File: src/rtl/envelope_follower.sv
// Per-band rectify-and-smooth envelope extractor, one channel per cycle.
// Optional ENV_OVERRUN_CNT_EN adds a saturating dropped-strobe counter.
module envelope_follower #(
  parameter int N_FILTERS     = 8,
  parameter int ATTACK_SHIFT  = 4,
  parameter int RELEASE_SHIFT = 10
) (
  input  logic               clk_in,
  input  logic               rst_n_in,
  input  logic               valid_in,
  input  logic signed [31:0] band_channels [N_FILTERS-1:0],
  output logic signed [31:0] envelope_channels [N_FILTERS-1:0],
`ifdef ENV_OVERRUN_CNT_EN
  output logic [15:0]        overrun_count_out,
`endif
  output logic               valid_out,
  output logic               busy_out
);

  localparam int IW = $clog2(N_FILTERS);
  localparam logic [IW-1:0] LAST = IW'(N_FILTERS - 1);
  localparam logic signed [31:0] S_MIN = 32'sh8000_0000;
  localparam logic [31:0] S_MAX = 32'h7fff_ffff;

  typedef enum logic [1:0] {
    IDLE,
    RUN,
    DONE
  } state_t;

  state_t state;
  state_t state_nxt;

  logic [IW-1:0]      idx;
  logic signed [31:0] cap [N_FILTERS-1:0];
  logic signed [31:0] env [N_FILTERS-1:0];

  logic signed [31:0] x;
  logic signed [31:0] env_cur;
  logic [31:0]        a;
  logic signed [32:0] diff;
  logic signed [32:0] step;
  logic [31:0]        env_nxt;

  // State register
  always_ff @(posedge clk_in or negedge rst_n_in) begin
    if (!rst_n_in) state <= IDLE;
    else           state <= state_nxt;
  end

  // Next-state: accept in IDLE, sweep channels in RUN, publish in DONE
  always_comb begin
    state_nxt = state;
    unique case (state)
      IDLE:    if (valid_in) state_nxt = RUN;
      RUN:     if (idx == LAST) state_nxt = DONE;
      DONE:    state_nxt = IDLE;
      default: state_nxt = IDLE;
    endcase
  end

  // Rectify, compare against the current envelope and take one step
  always_comb begin
    x       = cap[idx];
    env_cur = env[idx];
    if (x == S_MIN)  a = S_MAX;
    else if (x[31])  a = 32'(-x);
    else             a = x;
    diff = $signed({1'b0, a}) - $signed({1'b0, env_cur});
    if (!diff[32] && diff != '0)
      step = diff >>> ATTACK_SHIFT;
    else
      step = diff >>> RELEASE_SHIFT;
    // a positive error smaller than the shift would stall short of target
    if (diff != '0 && step == '0)
      step = 33'sd1;
    env_nxt = env_cur + step[31:0];
  end

  // Capture buffer, per-channel state, output registers and strobes
  always_ff @(posedge clk_in or negedge rst_n_in) begin
    if (!rst_n_in) begin
      idx       <= '0;
      valid_out <= 1'b0;
      busy_out  <= 1'b0;
      for (int k = 0; k < N_FILTERS; k++) begin
        cap[k]               <= '0;
        env[k]               <= '0;
        envelope_channels[k] <= '0;
      end
    end else begin
      valid_out <= (state == DONE);
      busy_out  <= (state_nxt != IDLE);
      if (state == IDLE && valid_in) begin
        idx <= '0;
        for (int k = 0; k < N_FILTERS; k++)
          cap[k] <= band_channels[k];
      end
      if (state == RUN) begin
        env[idx] <= env_nxt;
        idx      <= idx + 1'b1;
      end
      if (state == DONE) begin
        for (int k = 0; k < N_FILTERS; k++)
          envelope_channels[k] <= env[k];
      end
    end
  end

`ifdef ENV_OVERRUN_CNT_EN
  // Count strobes dropped while a frame is in flight, saturating
  always_ff @(posedge clk_in or negedge rst_n_in) begin
    if (!rst_n_in)
      overrun_count_out <= '0;
    else if (valid_in && state != IDLE && overrun_count_out != 16'hFFFF)
      overrun_count_out <= overrun_count_out + 16'd1;
  end
`endif

endmodule

File: config.mk
export PLATFORM = sky130hd
export DESIGN_NAME = envelope_follower
export DESIGN_NICKNAME = d
export VERILOG_FILES = /design/src/rtl/envelope_follower.sv
export SDC_FILE = /design/constraint.sdc
export NUM_CORES = 2
export LEC_CHECK = 0
export ABC_AREA = 1
export CAP_MARGIN = 10
export CORE_MARGIN = 2
export CORE_UTILIZATION = 25
export DETAILED_ROUTE_END_ITERATION = 8
export PLACE_DENSITY = 0.43
export SLEW_MARGIN = 20
export SYNTH_ARGS = -nofsm -noshare
export SYNTH_HDL_FRONTEND = slang
export SYNTH_SLANG_ARGS = --single-unit
File: constraint.sdc
create_clock -name clk_in -period 11.7 [get_ports clk_in]
set_input_delay 2.34 -clock clk_in [delete_from_list [all_inputs] [get_ports clk_in]]
set_output_delay 2.34 -clock clk_in [all_outputs]
set_load 0.1 [all_outputs]
==> metrics.txt <==
critical path data required time 12.23 ns; Main synth FF type dfrtp_1; sequential share of the synthesized area 50.8%; Simple-Gate Fraction of Synth Area 18.8%; total global-route track usage 19.3%; # resized after CTS 0; pin count of the biggest net entering global routing 217; Synth area leader dfrtp_1; crit path DAT 10.42 ns; Setup Skew 0.0580 ns; Top Ports 517; worst-skew pair later-pin latency 0.73 ns; Critical Path Fanout Max 32; hpwl dp 111 mm; WHS 0.454 ns; I/O Buffers 516; DP Area 45,200 um^2; TritonCTS buffer count 91; FMAX 0.101 GHz; main combinational cell family by area after synthesis simple AND/OR/NAND/NOR gates; Post-Syn Area 38,200 um^2; Syn Inst Count 4,441; post-CTS setup buffers 0; CTS clk-pin slew, worst paths 0.06 ns; Via density 4.59; fin crit share 84.6%; top-count cell post-synth nand2_1; # rows 143; Area Overhead vs Synth 26.4%; fin nets 5,180; setup violators final 0; Mapped Nets 4,768; Slew @ Worst Pin 1.10 ns; Period minus WS final 9.90 ns; Worst setup EP type register; number of synthesized flops with an enable pin 0; Compound-Gate Fraction of Synth Area 12.7%; final slew viol count 0; drt pass-1 iters 6; design area 48,300 um^2; Synth Area in Adders 2.27%; largest cells by area after synthesis dfrtp_1 51%, nand2_1 11%, o21ai_0 8.4%; number of antenna violations at the first check in global routing 31; startpoint types register; async set-reset flop share out of synthesis 100%; Crit-path slowest cell nor2_4; vias 32.0k; Post-CTS Hold Buffers 0; Top cell by count, worst path nand2_1; max-capacitance violation count 0; Hold Vio Cnt, Final 0; Synth Area per Inst 8.60 um^2; status finished clean; vias in the first global route 31.6k; Root Buffer clkbuf_16; Placer Congestion 0.919; mux share of post-synthesis cell area 7.40%; Die Y 395 um; WL final 153 mm; GRT Residual Overflow 0; Antenna Nets Post-Route 0; first-pass GRT wire length 223 mm; most frequent cells after synthesis 1,139 x nand2_1, 775 x dfrtp_1, 641 x o21ai_0; CP max stage delay 0.64 ns; DR WL/cell 21.9 um; hold crit path type register to register; Final TNS setup 0 ns; Starting Density 25.1%; Final Util 31.8%; drc violations 0; synthesized flop and latch total 775; CTS tree yes; die area 156,000 um^2; initial drt markers 2,438; max_slew headroom 27.0%; RSZ-0062 raised after global routing false; H-tree levels 3; Max clock buf depth 3; top-area cell type share of the netlist area 50.8%; share of layout cells above drive strength 1 11.3%; Core Area 152,000 um^2; die width 395 um; Setup Crit Path Kind register to register; Cell variety after synth 58; XOR/XNOR share of the synthesized area 1.03%; Synth Warn # 0; Clock Sinks 775
==> state kept, by name, summed over array words and instances, names as in the netlist <==
register,count
cap,256
envelope_channels,256
idx,3
state,2
valid_out,1
busy_out,1
env,256
==> routing by layer <==
layer	track usage (%)	share of wire, %	vias to the layer above
li1	-	-	15400
met1	26.8	46	15500
met2	29.6	44	965
met3	4.59	6.9	197
met4	6.06	2.9	24
met5	0	0.10	-
==> final cells by class <==
cell class / instances / area [um^2]
inverter: 419 / 1590
antenna: 13 / 32.5
sequential: 775 / 19400
multi-input combinational: 3018 / 16200
fill: 16100 / 104000
timing repair buffer: 548 / 5530
tap: 2030 / 2540
clock buffer: 140 / 2720
clock inverter: 29 / 300
==> metrics by stage <==
stage               instances  setup WS (ns)
floorplan                4441           5.10
global placement         6789           1.76
detailed placement       6789           1.78
CTS                      6958           1.76
global route             6966          0.901
finish                   6972           1.80
==> worst paths after layout <==
kind,from,endpoint,slack (ns),depth (start not counted)
setup reg to reg,idx[1],env[22],1.80,48
min in group asynchronous,rst_n_in,envelope_channels[30],1.67,1
setup / recovery,idx[1],env[22],1.80,48
hold / removal,state[1],state[1],0.45,1
hold reg to reg,state[1],state[1],0.45,1
max in group asynchronous,rst_n_in,cap[209],7.66,4
==> cells in the final DEF, fill, tap and decap left out, types with 66 or more instances in the layout <==
master           instances
nand2_1               1139
dfrtp_1                774
o21ai_0                641
clkdlybuf4s50_1        513
inv_1                  391
nor2_1                 327
mux2_2                 251
a21oi_1                186
nand3_1                101
clkbuf_16               91
ha_1                    66
==> critical path, delay by kind of cell (launching register included) <==
family / cells / cell delay [ns]
AOI/OAI and AO/OA: 6 / 1.72
xor gates and xnor gates: 1 / 0.31
adders and majority gates: 3 / 0.91
buffers and inverters: 9 / 1.57
DFF: 1 / 0.51
and+or+nand+nor: 29 / 4.61
==> cell families (layout without fill, tap and decap cells) <==
family          count (synthesis)  count (layout)
compound gates                930             930
xor+xnor                       44              44
fa+ha+maj                      68              68
buf+inv                       648            1136
flops                         775             775
mux                           251             251
other cells                     0              13
simple gates                 1725            1725
Power is left out: the tool's default activity adds up to more than one toggle a clock period on the data nets, which glitch-free logic cannot reach.
